### config.mk
export PLATFORM = sky130hd
export DESIGN_NAME = bool_truth_table_sweeper_flat
export DESIGN_NICKNAME = d
export VERILOG_FILES = /design/src/rtl/bool_truth_table_sweeper_if.sv /design/src/rtl/bool_truth_table_sweeper.sv /design/src/flat_wrapper.sv
export SDC_FILE = /design/constraint.sdc
export NUM_CORES = 1
export LEC_CHECK = 0
export CAP_MARGIN = 10
export CORE_UTILIZATION = 25
export CTS_CLUSTER_SIZE = 28
export DETAILED_ROUTE_END_ITERATION = 7
export DONT_BUFFER_PORTS = 1
export GPL_TIMING_DRIVEN = 0
export SYNTH_ARGS = -nofsm -noshare
export SYNTH_HDL_FRONTEND = slang
export SYNTH_SLANG_ARGS = --single-unit
### constraint.sdc
create_clock -name clk -period 1.85 [get_ports clk]
set_input_delay 0.185 -clock clk [delete_from_list [all_inputs] [get_ports clk]]
set_output_delay 0.185 -clock clk [all_outputs]
set_load 0.01 [all_outputs]
### src/rtl/bool_truth_table_sweeper_if.sv
// Connection bundle between the truth-table sweeper, its test/config master and
// the Boolean function unit under evaluation.
interface bool_truth_table_sweeper_if;
    logic        start;
    logic        abort;
    logic [15:0] expected;
    logic        w;
    logic        x;
    logic        y;
    logic        z;
    logic        f_in;
    logic        busy;
    logic        done;
    logic [15:0] truth_table;
    logic [4:0]  minterm_cnt;
    logic        mismatch;
    logic [3:0]  first_fail_idx;

    modport master (
        output start, abort, expected, f_in,
        input  w, x, y, z, busy, done, truth_table, minterm_cnt, mismatch, first_fail_idx
    );

    modport slave (
        input  start, abort, expected, f_in,
        output w, x, y, z, busy, done, truth_table, minterm_cnt, mismatch, first_fail_idx
    );
endinterface

### src/rtl/bool_truth_table_sweeper.sv
// Walks all 16 vectors of a 4-input function unit, captures its truth table,
// counts minterms and flags the first disagreement with a golden table.
//
// state | meaning
// IDLE  | waiting for start; results of the last sweep held
// RUN   | driving vec_idx, sampling f_in once per vector after the settle time
// DONE  | one-cycle completion pulse, vector returned to 0
module bool_truth_table_sweeper #(
    parameter int EVAL_LATENCY = 0
) (
    input  logic                         clk,
    input  logic                         rst_n,
    bool_truth_table_sweeper_if.slave    bus
);

    localparam int SW = (EVAL_LATENCY > 0) ? $clog2(EVAL_LATENCY + 1) : 1;
    localparam logic [SW-1:0] SETTLE_MAX = SW'(EVAL_LATENCY);

    typedef enum logic [1:0] {
        IDLE = 2'd0,
        RUN  = 2'd1,
        DONE = 2'd2
    } state_t;

    state_t        state;
    logic [3:0]    vec_idx;
    logic [SW-1:0] settle;
    logic [15:0]   exp_q;
    logic          busy_q;
    logic          done_q;
    logic [15:0]   truth_table_q;
    logic [4:0]    minterm_cnt_q;
    logic          mismatch_q;
    logic [3:0]    first_fail_idx_q;

    always_ff @(posedge clk or negedge rst_n) begin
        if (!rst_n) begin
            state            <= IDLE;
            vec_idx          <= '0;
            settle           <= '0;
            exp_q            <= '0;
            busy_q           <= 1'b0;
            done_q           <= 1'b0;
            truth_table_q    <= '0;
            minterm_cnt_q    <= '0;
            mismatch_q       <= 1'b0;
            first_fail_idx_q <= '0;
        end else begin
            done_q <= 1'b0;
            case (state)
                IDLE: begin
                    if (bus.start) begin
                        exp_q            <= bus.expected;
                        truth_table_q    <= '0;
                        minterm_cnt_q    <= '0;
                        mismatch_q       <= 1'b0;
                        first_fail_idx_q <= '0;
                        vec_idx          <= '0;
                        settle           <= '0;
                        busy_q           <= 1'b1;
                        state            <= RUN;
                    end
                end
                RUN: begin
                    // abort beats a coinciding sample edge: partial results stay as they are
                    if (bus.abort) begin
                        vec_idx <= '0;
                        settle  <= '0;
                        busy_q  <= 1'b0;
                        state   <= IDLE;
                    end else if (settle == SETTLE_MAX) begin
                        truth_table_q[vec_idx] <= bus.f_in;
                        minterm_cnt_q          <= minterm_cnt_q + {4'd0, bus.f_in};
                        if ((bus.f_in != exp_q[vec_idx]) && !mismatch_q) begin
                            mismatch_q       <= 1'b1;
                            first_fail_idx_q <= vec_idx;
                        end
                        settle <= '0;
                        if (vec_idx == 4'd15) begin
                            vec_idx <= '0;
                            busy_q  <= 1'b0;
                            done_q  <= 1'b1;
                            state   <= DONE;
                        end else begin
                            vec_idx <= vec_idx + 4'd1;
                        end
                    end else begin
                        settle <= settle + SW'(1);
                    end
                end
                DONE: begin
                    state <= IDLE;
                end
                default: begin
                    state <= IDLE;
                end
            endcase
        end
    end

    assign {bus.w, bus.x, bus.y, bus.z} = vec_idx;
    assign bus.busy           = busy_q;
    assign bus.done           = done_q;
    assign bus.truth_table    = truth_table_q;
    assign bus.minterm_cnt    = minterm_cnt_q;
    assign bus.mismatch       = mismatch_q;
    assign bus.first_fail_idx = first_fail_idx_q;

endmodule
### src/flat_wrapper.sv
// flat-port wrapper written by rule: the top's interface ports become plain ports
module bool_truth_table_sweeper_flat 
#(
    parameter int EVAL_LATENCY = 0
)
  (clk, rst_n, bus_start, bus_abort, bus_expected, bus_f_in, bus_w, bus_x, bus_y, bus_z, bus_busy, bus_done, bus_truth_table, bus_minterm_cnt, bus_mismatch, bus_first_fail_idx);
  bool_truth_table_sweeper_if bus_i ();
  input  logic clk;
  input  logic rst_n;
  input wire logic [$bits(bus_i.start)-1:0] bus_start;
  input wire logic [$bits(bus_i.abort)-1:0] bus_abort;
  input wire logic [$bits(bus_i.expected)-1:0] bus_expected;
  input wire logic [$bits(bus_i.f_in)-1:0] bus_f_in;
  output wire logic [$bits(bus_i.w)-1:0] bus_w;
  output wire logic [$bits(bus_i.x)-1:0] bus_x;
  output wire logic [$bits(bus_i.y)-1:0] bus_y;
  output wire logic [$bits(bus_i.z)-1:0] bus_z;
  output wire logic [$bits(bus_i.busy)-1:0] bus_busy;
  output wire logic [$bits(bus_i.done)-1:0] bus_done;
  output wire logic [$bits(bus_i.truth_table)-1:0] bus_truth_table;
  output wire logic [$bits(bus_i.minterm_cnt)-1:0] bus_minterm_cnt;
  output wire logic [$bits(bus_i.mismatch)-1:0] bus_mismatch;
  output wire logic [$bits(bus_i.first_fail_idx)-1:0] bus_first_fail_idx;
  assign bus_i.start = bus_start;
  assign bus_i.abort = bus_abort;
  assign bus_i.expected = bus_expected;
  assign bus_i.f_in = bus_f_in;
  assign bus_w = bus_i.w;
  assign bus_x = bus_i.x;
  assign bus_y = bus_i.y;
  assign bus_z = bus_i.z;
  assign bus_busy = bus_i.busy;
  assign bus_done = bus_i.done;
  assign bus_truth_table = bus_i.truth_table;
  assign bus_minterm_cnt = bus_i.minterm_cnt;
  assign bus_mismatch = bus_i.mismatch;
  assign bus_first_fail_idx = bus_i.first_fail_idx;
  bool_truth_table_sweeper #(.EVAL_LATENCY(EVAL_LATENCY)) u_core (.clk(clk), .rst_n(rst_n), .bus(bus_i));
endmodule
==> results_dict.tcl, run 1 <==
set metrics [dict create \
    post-route-util 0.307 \
    synthTopCellsByArea "dfrtp_1 53%, nand2_1 9.4%, nand3_1 6.6%" \
    place_ws_ps -288 \
    ys_seq_area_frac 0.531 \
    grt_use_met1 0.162 \
    power.density_nw_per_um2 929 \
    yosys.cell_count.top_type "nand2_1" \
    diodes 0 \
    reg2reg_depth 7 \
    arrival_ps 2250 \
    fp-row-count 35 \
    yosysTopAreaCell "dfrtp_1" \
    holdPathStages 2 \
    start_util 0.256 \
    wl_mm 5.53 \
    clk_pin_slew_ps 90 \
    required_ps 2040 \
    worst_pin_slew_ps 641 \
    fin_ws_ps -217 \
    worst_ir_drop_vdd_mv 0.420 \
    synth_cell_type_count 31 \
    syn_to_final_growth_pct 19.9 \
    ys_ff_latch 50 \
    synth_top_area_frac 0.531 \
    globalRouteMet2Util 0.199 \
    overflow 0 \
    violations "negative setup slack" \
    synth_edf_count 0 \
    end_kind "flip-flop" \
    tritoncts "built" \
    htreeDepth 2 \
    holdWs_ps 11.4 \
    min_period_ps 2070 \
    synthAdderAreaFrac 0.0319 \
    slew_violations 0 \
    ant_nets 0 \
    p_leak_nw 1.29 \
    portBuffers 0 \
    io_pins 53 \
    rsz0062_at_grt "true" \
    grt_usage 0.123 \
    cts_buffers 5 \
    use_met3 0.0397 \
    place_hpwl_mm 4.11 \
    syn_nets 268 \
    skew_ps 3.63 \
    top_usage_layer "met2" \
    netlist_area_um2 2360 \
    die_y_um 99.1 \
    drive_above_1_share 0.108 \
    maxCapViolCount 0 \
    yosysWarnings 0 \
    clock-sinks 50 \
    fillCellCount 943 \
    regArea_um2 1250 \
    drt_iter0_drc 68 \
    synthXorXnorAreaFrac 0.0112 \
    synth_top_family_by_area "simple AND/OR/NAND/NOR gates" \
    grt_pass1_vias 1835 \
    cts_buffer_depth 2 \
    synth_common_cells "59 x nand2_1, 50 x dfrtp_1, 31 x nand3_1" \
    status "complete, but fails checks" \
    cp-start-kind "flip-flop" \
    wl_per_cell_um 14.6 \
    routabilityCongestion 0.756 \
    yosys.area_share.simple 0.225 \
    dieArea_um2 9820 \
    hold_class "in2reg" \
    setup_viol 5 \
    grt_first_pass_wirelength_mm 9.38 \
    muxShareOfSynthArea 0.0781 \
    crit_type "reg2reg" \
    hold_violations 0 \
    root_buffer "clkbuf_8" \
    synth-compound-area-share 0.0781 \
    drtPass1Iterations 4 \
    vias 1761 \
    setup_tns_ps -916 \
    core_um2 9200 \
    avgSynthCellArea_um2 9.78 \
    multi_input_area_um2 1020 \
    ys.flop_type "dfrtp_1" \
    drc 0 \
    nNetsFinal 296 \
    die_width_um 99.1 \
    fmax_ghz 0.484 \
    clkLatencyLatePin_ps 300 \
    synth_cells 241 \
    worstPathMaxFanout 6 \
    antenna_found_initial 0 \
    synthArstFlopShare 1.00 \
    post-route-period-util 1.12 \
    avgViaCountPerCell 4.65 \
    grt_max_degree 51 \
    slew_headroom 0.571 \
]
## final timing paths
check | startpoint | endpoint | slack, ps
setup / recovery | u_core.vec_idx[0] | u_core.bus.first_fail_idx[0] | -220
hold / removal | bus_expected[9] | u_core.exp_q[9] | 10
setup reg to reg | u_core.vec_idx[0] | u_core.bus.first_fail_idx[0] | -220
hold reg to reg | u_core.exp_q[5] | u_core.exp_q[5] | 480
max in group asynchronous | rst_n | u_core.vec_idx[0] | 1210
min in group asynchronous | rst_n | u_core.bus.done | 380
## area by class of cell
type	instances	share of cell area
multi-input cells	169	0.360
inverters	9	0.0120
repair buffers	21	0.0780
clock buffers	6	0.0292
plain buffers	13	0.0279
flip-flops and latches	50	0.444
well taps	111	0.0492
## sequential cells by signal, summed over array words and instances (netlist names)
signal,cells
u_core.bus.truth_table,16
u_core.exp_q,16
u_core.bus.minterm_cnt,5
u_core.bus.first_fail_idx,4
u_core.vec_idx,4
u_core.state,2
u_core.bus.busy,1
u_core.bus.done,1
u_core.bus.mismatch,1
## cells in the final DEF, fill, tap and decap left out, drive strengths merged, types with 7 or more instances in the layout
master,count
dfrtp,50
nand2,59
nand3,31
mux2i,12
o21ai,19
nor2,7
buf,8
inv,9
clkbuf,15
dlygate4sd3,17
## kinds of logic (layout without fill, tap and decap cells)
kind of cell | Yosys count | after routing
multiplexers | 15 | 15
AND/OR/NAND/NOR | 114 | 114
XOR/XNOR | 3 | 3
adder cells (fa/ha/maj) | 6 | 6
buffers and inverters | 22 | 49
flip-flops | 50 | 50
AO/OA/AOI/OAI | 31 | 31
## layer usage
metal | vias to the layer above | part of all wire
li1 | 873 | -
met1 | 835 | 0.45
met2 | 49 | 0.47
met3 | 4 | 0.072
met4 | 0 | 0.0051
met5 | - | 0
## power breakdown
group / switching [mW] / leakage, nW / internal (mW) / total (mW)
registers: 0.140 / 0.662 / 1.23 / 1.37
logic: 0.353 / 0.588 / 0.270 / 0.623
clock network: 0.344 / 0.0431 / 0.289 / 0.634
total: 0.837 / 1.29 / 1.79 / 2.62
## what timing repair did
item	4_1_cts	5_1_grt
setup endpoints to repair	16	27
cloned	0	0
hold buffers	18	0
hold endpoints to repair	67	0
resized for setup	4	10
pin swaps	1	1
buffers inserted	3	0
## through the flow
stage	total power [mW]	std cells	cell area, µm²
2_1_floorplan	1.79	241	2360
3_3_place_gp	1.93	352	2490
3_5_place_dp	1.94	352	2490
4_1_cts	2.65	379	2810
5_1_grt	2.80	379	2820
6_report	2.62	379	2820
## critical path, stage by stage (launching register included)
cell and delay [ps]:
dfrtp_2 470, buf_6 150, buf_12 120, mux2i_1 110, mux4_2 500, mux2_4 320, nor2b_4 150, mux2i_1 130
Power figures use the tool's default switching activity.
==> run 2, diff against run 1 <==
--- a/config.mk
+++ b/config.mk
@@ -6,7 +6,7 @@
 export NUM_CORES = 1
 export LEC_CHECK = 0
 export CAP_MARGIN = 10
-export CORE_UTILIZATION = 25
+export CORE_UTILIZATION = 40
 export CTS_CLUSTER_SIZE = 28
 export DETAILED_ROUTE_END_ITERATION = 7
 export DONT_BUFFER_PORTS = 1
==> run 2 against run 1 <==
Highest routed layer unchanged. Cell area is 0.18% higher. The flow still finishes with violations (negative setup slack). Clock skew increased by 4.2 ps. Non-clock buffer count grew 2. Critical path depth stayed put.
==> results_dict.tcl, run 2 (synthesis gave the netlist of run 1 again) <==
set metrics [dict create \
    fmax_ghz 0.480 \
    clock-sinks 50 \
    placed_area_um2 2450 \
    min_period_ps 2080 \
    status "complete, but fails checks" \
    violations "negative setup slack" \
    syn_to_final_growth_pct 20.1 \
    power.density_nw_per_um2 980 \
    rsz0062_at_grt "true" \
    regArea_um2 1250 \
    globalRouteMet2Util 0.281 \
    slew_violations 0 \
    io_pins 53 \
    p_sw_mw 0.862 \
    regToRegSetupSlack_ps -230 \
    grt_max_degree 51 \
    nNetsFinal 298 \
    grt_pass1_vias 1730 \
    start_util 0.420 \
    die_y_um 78.7 \
    clkLatencyLatePin_ps 310 \
    holdWs_ps 121 \
    fin_ws_ps -233 \
    cp-start-kind "flip-flop" \
    power_mw 2.77 \
    tritoncts "built" \
    worst_pin_slew_ps 582 \
    grt_use_met1 0.240 \
    reg2reg_depth 7 \
    p_seq_frac 0.492 \
    required_ps 2050 \
    cts_buffers 5 \
    vias 1801 \
    cts_buffer_depth 2 \
    drive_above_1_share 0.118 \
    multi_input_area_um2 1030 \
    grt_first_pass_wirelength_mm 8.56 \
    fp-row-count 27 \
    place_hpwl_mm 3.56 \
    hold_violations 0 \
    skew_ps 7.88 \
    avgViaCountPerCell 5.24 \
    holdPathStages 3 \
    fillCellCount 545 \
    grt_usage 0.180 \
    clk_pin_slew_ps 90 \
    die_width_um 78.7 \
    end_kind "flip-flop" \
    final_cell_mix "59 x nand2_1, 48 x dfrtp_1, 31 x nand3_1, 19 x o21ai_0, 18 x dlygate4sd3_1" \
    htreeDepth 2 \
    drt_iter0_drc 103 \
    dieArea_um2 6200 \
    core_um2 5610 \
    antenna_found_initial 0 \
    worst_ir_drop_vdd_mv 0.611 \
    crit_type "reg2reg" \
    wl_per_cell_um 15.2 \
    p_int_mw 1.91 \
    slew_headroom 0.606 \
    post-route-period-util 1.13 \
    pwr-share-clk 0.280 \
    use_met3 0.0575 \
    worstPathMaxFanout 6 \
    p_sw_frac 0.311 \
    diodes 0 \
    ant_nets 0 \
    hold_class "in2reg" \
    arrival_ps 2280 \
    wl_mm 5.24 \
    top_usage_layer "met2" \
    setup_viol 5 \
    portBuffers 0 \
    overflow 0 \
    drc 0 \
    final_common_cell "nand2_1" \
    share_comb_of_total_power 0.228 \
    final_area_um2 2830 \
    maxCapViolCount 0 \
    routabilityCongestion 0.798 \
    p_leak_nw 1.32 \
    root_buffer "clkbuf_8" \
    drtPass1Iterations 4 \
]
run 2: worst max-delay path: stages, from the launching register on:
cell     delay [ps]
dfrtp_2         470
buf_6           150
buf_12          120
mux2i_1         120
mux4_2          510
mux2_4          320
nor2b_4         150
mux2i_1         120
run 2: metrics by stage:
step / setup slack, ps / cells / util / setup TNS, ps
final: -233 / 344 / 0.504 / -984
after global routing: -309 / 344 / 0.504 / -1320
after CTS: -253 / 344 / 0.500 / -1050
after detailed placement: -270 / 313 / 0.436 / -2610
after global placement: -277 / 313 / 0.436 / -2510
after floorplan: -124 / 241 / - / -436
run 2: layout make-up:
type	instances	area share
Buffer	13	0.0287
Tap cell	72	0.0318
Clock buffer	7	0.0270
Inverter	9	0.0119
Multi-Input combinational cell	169	0.363
Clock inverter	1	0.0106
Sequential cell	50	0.443
Timing Repair Buffer	23	0.0840
run 2: power groups by stage:
| stage | clock, mW | combinational (mW) | sequential, mW |
|---|---|---|---|
| global route | 0.829 | 0.711 | 1.39 |
| CTS | 0.782 | 0.632 | 1.37 |
| global placement | 0 | 0.534 | 1.38 |
| floorplan | 0 | 0.434 | 1.35 |
| detailed placement | 0 | 0.541 | 1.39 |
| finish | 0.777 | 0.632 | 1.36 |
run 2: repair_timing:
action / CTS / global route
hold buffers: 19 / 0
buffers inserted: 4 / 0
resized for setup: 5 / 14
endpoints found under the hold margin: 68 / 0
endpoints found under the setup margin: 16 / 27
pin swaps: 2 / 1
run 2: path summary, 6_finish.rpt:
path / start / endpoint
max: u_core.vec_idx[0] / u_core.bus.first_fail_idx[2]
min: bus_f_in / u_core.bus.minterm_cnt[0]
max reg2reg: u_core.vec_idx[0] / u_core.bus.first_fail_idx[2]
min reg2reg: u_core.exp_q[0] / u_core.exp_q[0]
max in group asynchronous: rst_n / u_core.vec_idx[0]
min in group asynchronous: rst_n / u_core.state[1]
run 2: routing by layer:
layer,vias to the layer above,routed length (µm)
met4,0,61
met1,858,2360
met5,-,0
met3,8,404
li1,877,-
met2,58,2410
==> run 3, diff against run 2 <==
--- a/config.mk
+++ b/config.mk
@@ -5,12 +5,15 @@
 export SDC_FILE = /design/constraint.sdc
 export NUM_CORES = 1
 export LEC_CHECK = 0
+export ABC_CLOCK_PERIOD_IN_PS = 1850
 export CAP_MARGIN = 10
+export CORE_MARGIN = 2
 export CORE_UTILIZATION = 40
 export CTS_CLUSTER_SIZE = 28
 export DETAILED_ROUTE_END_ITERATION = 7
 export DONT_BUFFER_PORTS = 1
 export GPL_TIMING_DRIVEN = 0
+export SLEW_MARGIN = 20
 export SYNTH_ARGS = -nofsm -noshare
 export SYNTH_HDL_FRONTEND = slang
 export SYNTH_SLANG_ARGS = --single-unit
==> run 3 against run 2 <==
The run still ends with negative setup slack left. Setup slack improved by 5.1 ps. Via count down 1.8%. Non-clock buffer count down 2. Utilization down 0.54 points. Wire length shrank 0.36%. Combinational power hardly changed. Critical endpoint is now u_core.bus.first_fail_idx[0].
==> results_dict.tcl, run 3 (synthesis gave the netlist of run 1 again) <==
set metrics [dict create \
    crit_type "reg2reg" \
    vias 1769 \
    hold_class "in2reg" \
    place_hpwl_mm 3.63 \
    grt_max_degree 51 \
    routabilityCongestion 0.765 \
    setup_viol 5 \
    worst_pin_slew_ps 506 \
    drtPass1Iterations 4 \
    share_comb_of_total_power 0.243 \
    fin_ws_ps -228 \
    die_y_um 80.7 \
    wl_mm 5.22 \
    fp-row-count 27 \
    fillCellCount 549 \
    io_pins 53 \
    path_cells "buf_6 -> buf_12 -> mux2i_1 -> mux4_2 -> mux2_4 -> nor2b_4 -> mux2i_1" \
    regToRegSetupSlack_ps -230 \
    clkLatencyLatePin_ps 300 \
    violations "negative setup slack" \
    placed_area_um2 2450 \
    skew_ps 8.03 \
    nNetsFinal 296 \
    min_period_ps 2080 \
    maxCapViolCount 0 \
    diodes 0 \
    holdWs_ps 137 \
    grt_pass1_vias 1808 \
    clock-sinks 50 \
    power_mw 2.60 \
    worstPathMaxFanout 6 \
    fmax_ghz 0.481 \
    tritoncts "built" \
    final_cell_mix "59 x nand2_1, 48 x dfrtp_1, 31 x nand3_1, 19 x o21ai_0, 18 x dlygate4sd3_1" \
    grt_usage 0.175 \
    final_area_um2 2800 \
    power.density_nw_per_um2 930 \
    slew_headroom 0.663 \
    cts_buffer_depth 2 \
    critPathBufInv 2 \
    rsz0062_at_grt "true" \
    critical_path.slowest_cell "mux4_2" \
    drive_above_1_share 0.112 \
    drt_iter0_drc 68 \
    slew_violations 0 \
    wl_per_cell_um 15.3 \
    p_int_mw 1.77 \
    status "complete, but fails checks" \
    setup_tns_ps -923 \
    p_sw_mw 0.833 \
    p_leak_nw 1.29 \
    overflow 0 \
    worst_ir_drop_vdd_mv 0.501 \
    avgViaCountPerCell 5.19 \
    dieArea_um2 6520 \
    post-route-period-util 1.12 \
    pwr-share-clk 0.231 \
    final_common_cell "nand2_1" \
    slowest_delay_ps 500 \
    clk_pin_slew_ps 80 \
    antenna_found_initial 0 \
    cp-start-kind "flip-flop" \
    core_um2 5610 \
    die_width_um 80.7 \
    syn_to_final_growth_pct 18.8 \
    cts_buffers 5 \
    arrival_ps 2300 \
    hold_violations 0 \
    required_ps 2070 \
    path_delay_family "multiplexers" \
    end_kind "flip-flop" \
    start_util 0.420 \
    stdcell_count 341 \
    dpl.cell_count 313 \
    crit_path_frequent_cell "mux2i_1" \
    p_sw_frac 0.320 \
    post-route-util 0.499 \
    place_ws_ps -280 \
    grt_first_pass_wirelength_mm 8.77 \
    p_seq_frac 0.525 \
    portBuffers 0 \
    htreeDepth 2 \
    drc 0 \
    ant_nets 0 \
    root_buffer "clkbuf_8" \
]
[run 3: metal layers]
metal,routed length [µm],GRT usage
met1,2390,0.240
met2,2350,0.268
met3,431,0.0589
met4,51,0.0458
met5,0,0
[run 3: power by group through the flow]
| stage | clock [mW] | sequential [mW] | combinational (mW) |
|---|---|---|---|
| 3_3_place_gp | 0 | 1.38 | 0.532 |
| 6_report | 0.602 | 1.37 | 0.633 |
| 3_5_place_dp | 0 | 1.39 | 0.540 |
| 2_1_floorplan | 0 | 1.35 | 0.434 |
| 5_1_grt | 0.664 | 1.39 | 0.714 |
| 4_1_cts | 0.622 | 1.37 | 0.632 |
[run 3: area by class of cell]
class | instances | area (µm²) | share of cell area
Multi-Input combinational cell | 169 | 1030 | 0.368
Tap cell | 72 | 90.1 | 0.0322
Timing Repair Buffer | 21 | 235 | 0.0840
Sequential cell | 50 | 1250 | 0.448
Buffer | 13 | 80.1 | 0.0286
Clock buffer | 7 | 76.3 | 0.0273
Inverter | 9 | 33.8 | 0.0121
[run 3: repair_timing]
item / CTS / global route
pin swaps: 2 / 1
hold endpoints to repair: 68 / 0
resized for setup: 6 / 12
setup buffers: 2 / 0
hold buffers: 19 / 0
endpoints found under the setup margin: 17 / 36
[run 3: worst min-delay path, cell delays in order]
cell	delay [ps]
nor3b_4	50
nand4_1	90
o21ai_0	70
[run 3: path summary, 6_finish.rpt]
| path | from | to | depth (start not counted) |
|---|---|---|---|
| min | bus_abort | u_core.vec_idx[3] | 3 |
| max | u_core.vec_idx[0] | u_core.bus.first_fail_idx[0] | 7 |
| max reg2reg | u_core.vec_idx[0] | u_core.bus.first_fail_idx[0] | 7 |
| min in group asynchronous | rst_n | u_core.bus.truth_table[10] | 2 |
| max in group asynchronous | rst_n | u_core.vec_idx[0] | 2 |
| min reg2reg | u_core.exp_q[10] | u_core.exp_q[10] | 2 |
